===== src/rtl/satd_pkg.sv =====
// Shared SATD datapath definitions: sample/residual widths, lane slicing and
// the saturating clip used by reconstruction and any later saturating stage.
package satd_pkg;

  localparam int unsigned LENGTH_DEF = 11;
  localparam int unsigned SAMPLE_W   = LENGTH_DEF + 1;
  localparam int unsigned RESID_W    = LENGTH_DEF + 2;

  function automatic int unsigned lane_lsb(input int unsigned lane, input int unsigned w);
    return lane * w;
  endfunction

  // Clamp a signed value into the unsigned range [0, 2^w - 1].
  function automatic logic [31:0] clip_u(input logic signed [31:0] s, input int unsigned w);
    logic signed [31:0] maxv;
    maxv = (32'sd1 <<< w) - 32'sd1;
    if (s < 0)
      return '0;
    else if (s > maxv)
      return maxv;
    else
      return s;
  endfunction

  function automatic logic clip_hit(input logic signed [31:0] s, input int unsigned w);
    logic signed [31:0] maxv;
    maxv = (32'sd1 <<< w) - 32'sd1;
    return (s < 0) || (s > maxv);
  endfunction

endpackage


===== src/rtl/recon_lane.sv =====
// One reconstruction lane: sign-extended PRED+RESID adder and the clip of a
// registered sum. Purely combinational; the top owns the pipeline registers.
module recon_lane
  import satd_pkg::*;
#(
  parameter int unsigned LENGTH = LENGTH_DEF
) (
  input  logic [LENGTH:0]   pred_i,
  input  logic [LENGTH+1:0] resid_i,
  output logic [LENGTH+2:0] sum_o,
  input  logic [LENGTH+2:0] sum_i,
  output logic [LENGTH:0]   recon_o,
  output logic              sat_o
);

  localparam int unsigned SUM_W = LENGTH + 3;

  logic signed [31:0] sum_ext;

  // Adder feeds stage 1; clip consumes the stage-1 register, so the two
  // halves of this lane sit on opposite sides of that register.
  always_comb begin
    sum_o   = {2'b00, pred_i} + {resid_i[LENGTH+1], resid_i};
    sum_ext = {{(32 - SUM_W){sum_i[SUM_W-1]}}, sum_i};
    recon_o = (LENGTH + 1)'(clip_u(sum_ext, LENGTH + 1));
    sat_o   = clip_hit(sum_ext, LENGTH + 1);
  end

endmodule


===== src/rtl/residual_reconstruct.sv =====
// Two-stage row reconstruction RECON = clip(PRED + RESID) with a stall-
// propagating valid/ready pipe and a per-block row tag.
module residual_reconstruct
  import satd_pkg::*;
#(
  parameter int unsigned LENGTH = LENGTH_DEF,
  parameter int unsigned WIDTH  = 8,
  parameter int unsigned HEIGHT = 16
) (
  input  logic                          clk,
  input  logic                          rst,
  input  logic                          in_valid,
  output logic                          in_ready,
  input  logic [(LENGTH+1)*WIDTH-1:0]   PRED,
  input  logic [(LENGTH+2)*WIDTH-1:0]   RESID,
  output logic                          out_valid,
  input  logic                          out_ready,
  output logic [(LENGTH+1)*WIDTH-1:0]   RECON,
  output logic [WIDTH-1:0]              out_sat,
  output logic [$clog2(HEIGHT)-1:0]     out_row,
  output logic                          out_last,
  output logic                          block_done
);

  localparam int unsigned SW    = LENGTH + 1;
  localparam int unsigned RW    = LENGTH + 2;
  localparam int unsigned SUMW  = LENGTH + 3;
  localparam int unsigned ROW_W = $clog2(HEIGHT);

  logic [ROW_W-1:0]             row_cnt_q;
  logic                         s1_valid_q;
  logic [WIDTH-1:0][SUMW-1:0]   s1_sum_q, sum_d;
  logic [ROW_W-1:0]             s1_row_q;
  logic                         out_valid_q;
  logic [WIDTH*SW-1:0]          recon_q, recon_d;
  logic [WIDTH-1:0]             sat_q, sat_d;
  logic [ROW_W-1:0]             row_q;
  logic                         last_q;
  logic                         s1_adv, s2_adv, accept;

  for (genvar i = 0; i < WIDTH; i++) begin : g_lane
    recon_lane #(.LENGTH(LENGTH)) u_lane (
      .pred_i  (PRED[lane_lsb(i, SW) +: SW]),
      .resid_i (RESID[lane_lsb(i, RW) +: RW]),
      .sum_o   (sum_d[i]),
      .sum_i   (s1_sum_q[i]),
      .recon_o (recon_d[lane_lsb(i, SW) +: SW]),
      .sat_o   (sat_d[i])
    );
  end

  always_comb begin
    s2_adv     = !out_valid_q || out_ready;
    s1_adv     = !s1_valid_q || s2_adv;
    in_ready   = s1_adv;
    accept     = in_valid && s1_adv;
    out_valid  = out_valid_q;
    RECON      = recon_q;
    out_sat    = sat_q;
    out_row    = row_q;
    out_last   = last_q;
    block_done = out_valid_q && out_ready && last_q;
  end

  // Counter wraps HEIGHT-1 -> 0 naturally since HEIGHT is a power of two.
  always_ff @(posedge clk or posedge rst) begin
    if (rst) begin
      row_cnt_q   <= '0;
      s1_valid_q  <= 1'b0;
      s1_sum_q    <= '0;
      s1_row_q    <= '0;
      out_valid_q <= 1'b0;
      recon_q     <= '0;
      sat_q       <= '0;
      row_q       <= '0;
      last_q      <= 1'b0;
    end else begin
      if (accept)
        row_cnt_q <= row_cnt_q + 1'b1;
      if (s1_adv) begin
        s1_valid_q <= in_valid;
        if (in_valid) begin
          s1_sum_q <= sum_d;
          s1_row_q <= row_cnt_q;
        end
      end
      if (s2_adv) begin
        out_valid_q <= s1_valid_q;
        if (s1_valid_q) begin
          recon_q <= recon_d;
          sat_q   <= sat_d;
          row_q   <= s1_row_q;
          last_q  <= (s1_row_q == ROW_W'(HEIGHT - 1));
        end
      end
    end
  end

endmodule

===== config.mk =====
export PLATFORM = sky130hd
export DESIGN_NAME = residual_reconstruct
export DESIGN_NICKNAME = d
export VERILOG_FILES = /design/src/rtl/satd_pkg.sv /design/src/rtl/recon_lane.sv /design/src/rtl/residual_reconstruct.sv
export SDC_FILE = /design/constraint.sdc
export NUM_CORES = 1
export LEC_CHECK = 0
export ABC_AREA = 1
export CELL_PAD_IN_SITES_DETAIL_PLACEMENT = 2
export CELL_PAD_IN_SITES_GLOBAL_PLACEMENT = 2
export CORE_AREA = 5 5 235 237
export DETAILED_ROUTE_END_ITERATION = 12
export DIE_AREA = 0 0 240 242
export GPL_TIMING_DRIVEN = 0
export PLACE_DENSITY_LB_ADDON = 0.1
export REMOVE_ABC_BUFFERS = 1
export SLEW_MARGIN = 20
export SYNTH_ARGS = -nofsm -noshare
export SYNTH_HDL_FRONTEND = slang
export SYNTH_SLANG_ARGS = --single-unit

===== constraint.sdc =====
create_clock -name clk -period 10.3 [get_ports clk]
set_input_delay 2.06 -clock clk [delete_from_list [all_inputs] [get_ports clk]]
set_output_delay 2.06 -clock clk [all_outputs]
set_load 0.01 [all_outputs]

==> out/summary.txt <==
Slew Limit Headroom -> 38.6%
Cell variety after synth -> 29
vias in the first global route -> 16,700
buffers from clock root to sink, at most -> 3
peak supply drop -> 117 uV
overall routed net length -> 53.2 mm
Yosys warnings -> 0
Clk Latency, worst-skew pair -> 0.56 ns
Post-synth EDFFs -> 0
Placer Congestion -> 0.791
cell mode on critical path -> clkdlybuf4s50_1
clk_skew -> 0.00786 ns
Tcrit/Tclk final -> 52.5%
largest net degree at the start of global routing -> 96
most frequent cell after synthesis -> nand2_1
Cell Pwr Density -> 188 mW/mm^2
placed cell count -> 3,035
Total GRT Usage -> 18.1%
drt wl/cell -> 17.2 um
Detail Placement HPWL -> 40.7 mm
RSZ-0062 raised after global routing -> no
final-report setup violation count -> 0
Avg Synthesized Cell Area -> 7.04 um^2
I/O pin total -> 316
Final Instance Area -> 0.0195 mm^2
die area -> 0.0581 mm^2
CTS tree -> done
initial antenna violation count -> 2
Remaining DRCs -> 0
DRT iter0 DRCs -> 442
Worst path top cell family by delay -> buffers and inverters
final net count -> 2,679
Crit path largest cell delay -> 0.56 ns
R2R setup slack -> 7.21 ns
sequential share of the synthesized area -> 39.6%
Synth area leaders -> dfrtp_1 (40%), nand2_1 (22%), ha_1 (8.3%)
initial core utilization -> 27.5%
# rows -> 85
Die Wd -> 240 um
R2R Path End -> RECON[43]$_DFFE_PP0P_
ys async rst share -> 100%
final setup margin -> 4.90 ns
fill count -> 6,278
WP data required -> 8.24 ns
Final Hold Viols -> 0
critical setup path kind -> in2out
first-pass GRT wire length -> 87.0 mm
# hold bufs at CTS -> 0
Non-Filler Instances -> 3,089
port bufs -> 315
Layout Utilization -> 36.7%
CTS buffer count -> 29
die span in y -> 242 um
FF-to-FF Start -> out_valid$_DFFE_PP0P_
crit start category -> input port
Setup crit end kind -> output pin
status -> finished, final reports clean
CP startpoint -> out_ready
HP Class -> reg2reg
CORE AREA -> 0.0531 mm^2
layout cells sized above 1 -> 2.80%
Post-CTS Repair Setup Buffers -> 0
final worst path period need -> 5.40 ns
f_max -> 185 MHz
Layout area overhead -> 33.6%
setup slack after placement -> 4.88 ns
critical path depth -> 4
CP cell instances -> clkdlybuf4s50_1 > inv_1 > nand3_2 > clkdlybuf4s50_1
critical path peak fanout -> 3
H-tree lvl count -> 1
Slew @ Worst Pin -> 0.917 ns
leakage -> 10.1 nW
ys flop type -> dfrtp_1
Root Buffer -> clkbuf_16
Worst Path Arrival -> 3.34 ns
cell taking the most area after synthesis -> dfrtp_1
post-CTS resize count -> 0
Post-Syn Area -> 0.0146 mm^2
Slowest-stage cell, CP -> clkdlybuf4s50_1
share of the synthesized area in the top cell type -> 39.6%
maximum capacitance violations -> 0
antenna-violating nets left -> 0
GRT overflow -> 0
Crit path buffers/inverters -> 3
Worst Reg2Reg Path Length in Cells -> 6
Post-synth top cells -> nand2_1 (866), inv_1 (257), dfrtp_1 (231), nand3_1 (158), o21ai_0 (152)
Gate Count Post-Synth -> 2,073
Multi-input gate area -> 0.00755 mm^2
DRT Pass-1 Iters -> 4
via count -> 14,500
Worst Setup EP -> in_ready
Reg area -> 0.00578 mm^2
clock sink count -> 231
Vias/cell -> 4.70
Synth Register Bits -> 231
hold_ws -> 0.473 ns
Slew Limit Fails -> 0
clk slew on worst S/H paths -> 0.06 ns
Cell Area, Placed -> 0.0185 mm^2
[sequential cells by signal, indices dropped and copies added, names as in the netlist, 4 cells and up]
signal	flops
out_sat	8
row_cnt_q	4
s1_row_q	4
RECON	96
out_row	4
s1_sum_q	112
[power by group]
part,total (W),internal [W],switching (W)
sequential,0.00135,0.00117,0.000184
combinational,0.00123,0.000569,0.000662
clock,0.00107,0.000663,0.000411
[metal layers]
metal	up-vias	part of all wire, %	wire (um)	global-route usage, %
li1	7122	-	-	-
met2	196	52	27500	34.2
met4	0	2.0	1080	3.89
met3	53	4.0	2110	2.70
met5	-	0	0	0
met1	7159	42	22600	21.4
[cells in the final DEF, fill, tap and decap left out, drive strengths merged, types with 7 or more instances in the layout]
cell and n:
clkdlybuf4s50 315, dfrtp 231, nand3 159, nor2 96, nor3 8, xnor2 17, clkbuf 39, ha 97
inv 260, nand2 867, fa 8, and2 10, clkinv 7, xor2 16, o21ai 153, a21oi 43
nand4 40
[cell type report]
| type | count | area share, % |
|---|---|---|
| Multi-Input combinational cell | 1529 | 38.7 |
| Sequential cell | 231 | 29.6 |
| Timing Repair Buffer | 320 | 16.9 |
| Inverter | 259 | 5.08 |
| Tap cell | 696 | 4.47 |
| Clock buffer | 39 | 4.27 |
| Clock inverter | 13 | 0.892 |
| Antenna cell | 2 | 0.0257 |
[worst register-to-register path, stage by stage (launching register included)]
cell and delay, ns:
dfrtp_1 0.45, a21oi_4 0.57, inv_6 0.40, buf_16 0.33
nor2_1 0.76, o21ai_0 0.38, nand2_1 0.13
[worst min path at each step]
stage / start / to / slack [ns] / depth (start not counted)
3_3_place_gp: out_sat[6]$_DFFE_PP0P_ / out_sat[6]$_DFFE_PP0P_ / 0.45 / 2
6_report: out_row[0]$_DFFE_PP0P_ / out_row[0]$_DFFE_PP0P_ / 0.47 / 2
3_5_place_dp: out_row[0]$_DFFE_PP0P_ / out_row[0]$_DFFE_PP0P_ / 0.46 / 2
5_1_grt: out_row[0]$_DFFE_PP0P_ / out_row[0]$_DFFE_PP0P_ / 0.50 / 2
4_1_cts: out_row[0]$_DFFE_PP0P_ / out_row[0]$_DFFE_PP0P_ / 0.48 / 2
2_1_floorplan: s1_sum_q[0]$_DFFE_PP0P_ / s1_sum_q[0]$_DFFE_PP0P_ / 0.44 / 2
[through the flow]
stage	setup TNS, ns	power (W)
after global placement	-427.75	0.00257
after global routing	0	0.00392
after detailed placement	0	0.00263
after floorplan	0	0.00191
final	0	0.00366
after CTS	0	0.00375
[cells by family after synthesis]
| family | synth area share, % |
|---|---|
| compound gates | 6.89 |
| xor+xnor | 1.98 |
| fa+ha+maj | 9.41 |
| buf+inv | 8.76 |
| flops | 39.6 |
| simple gates | 33.3 |
No activity file was read; power rests on OpenSTA's default activity.
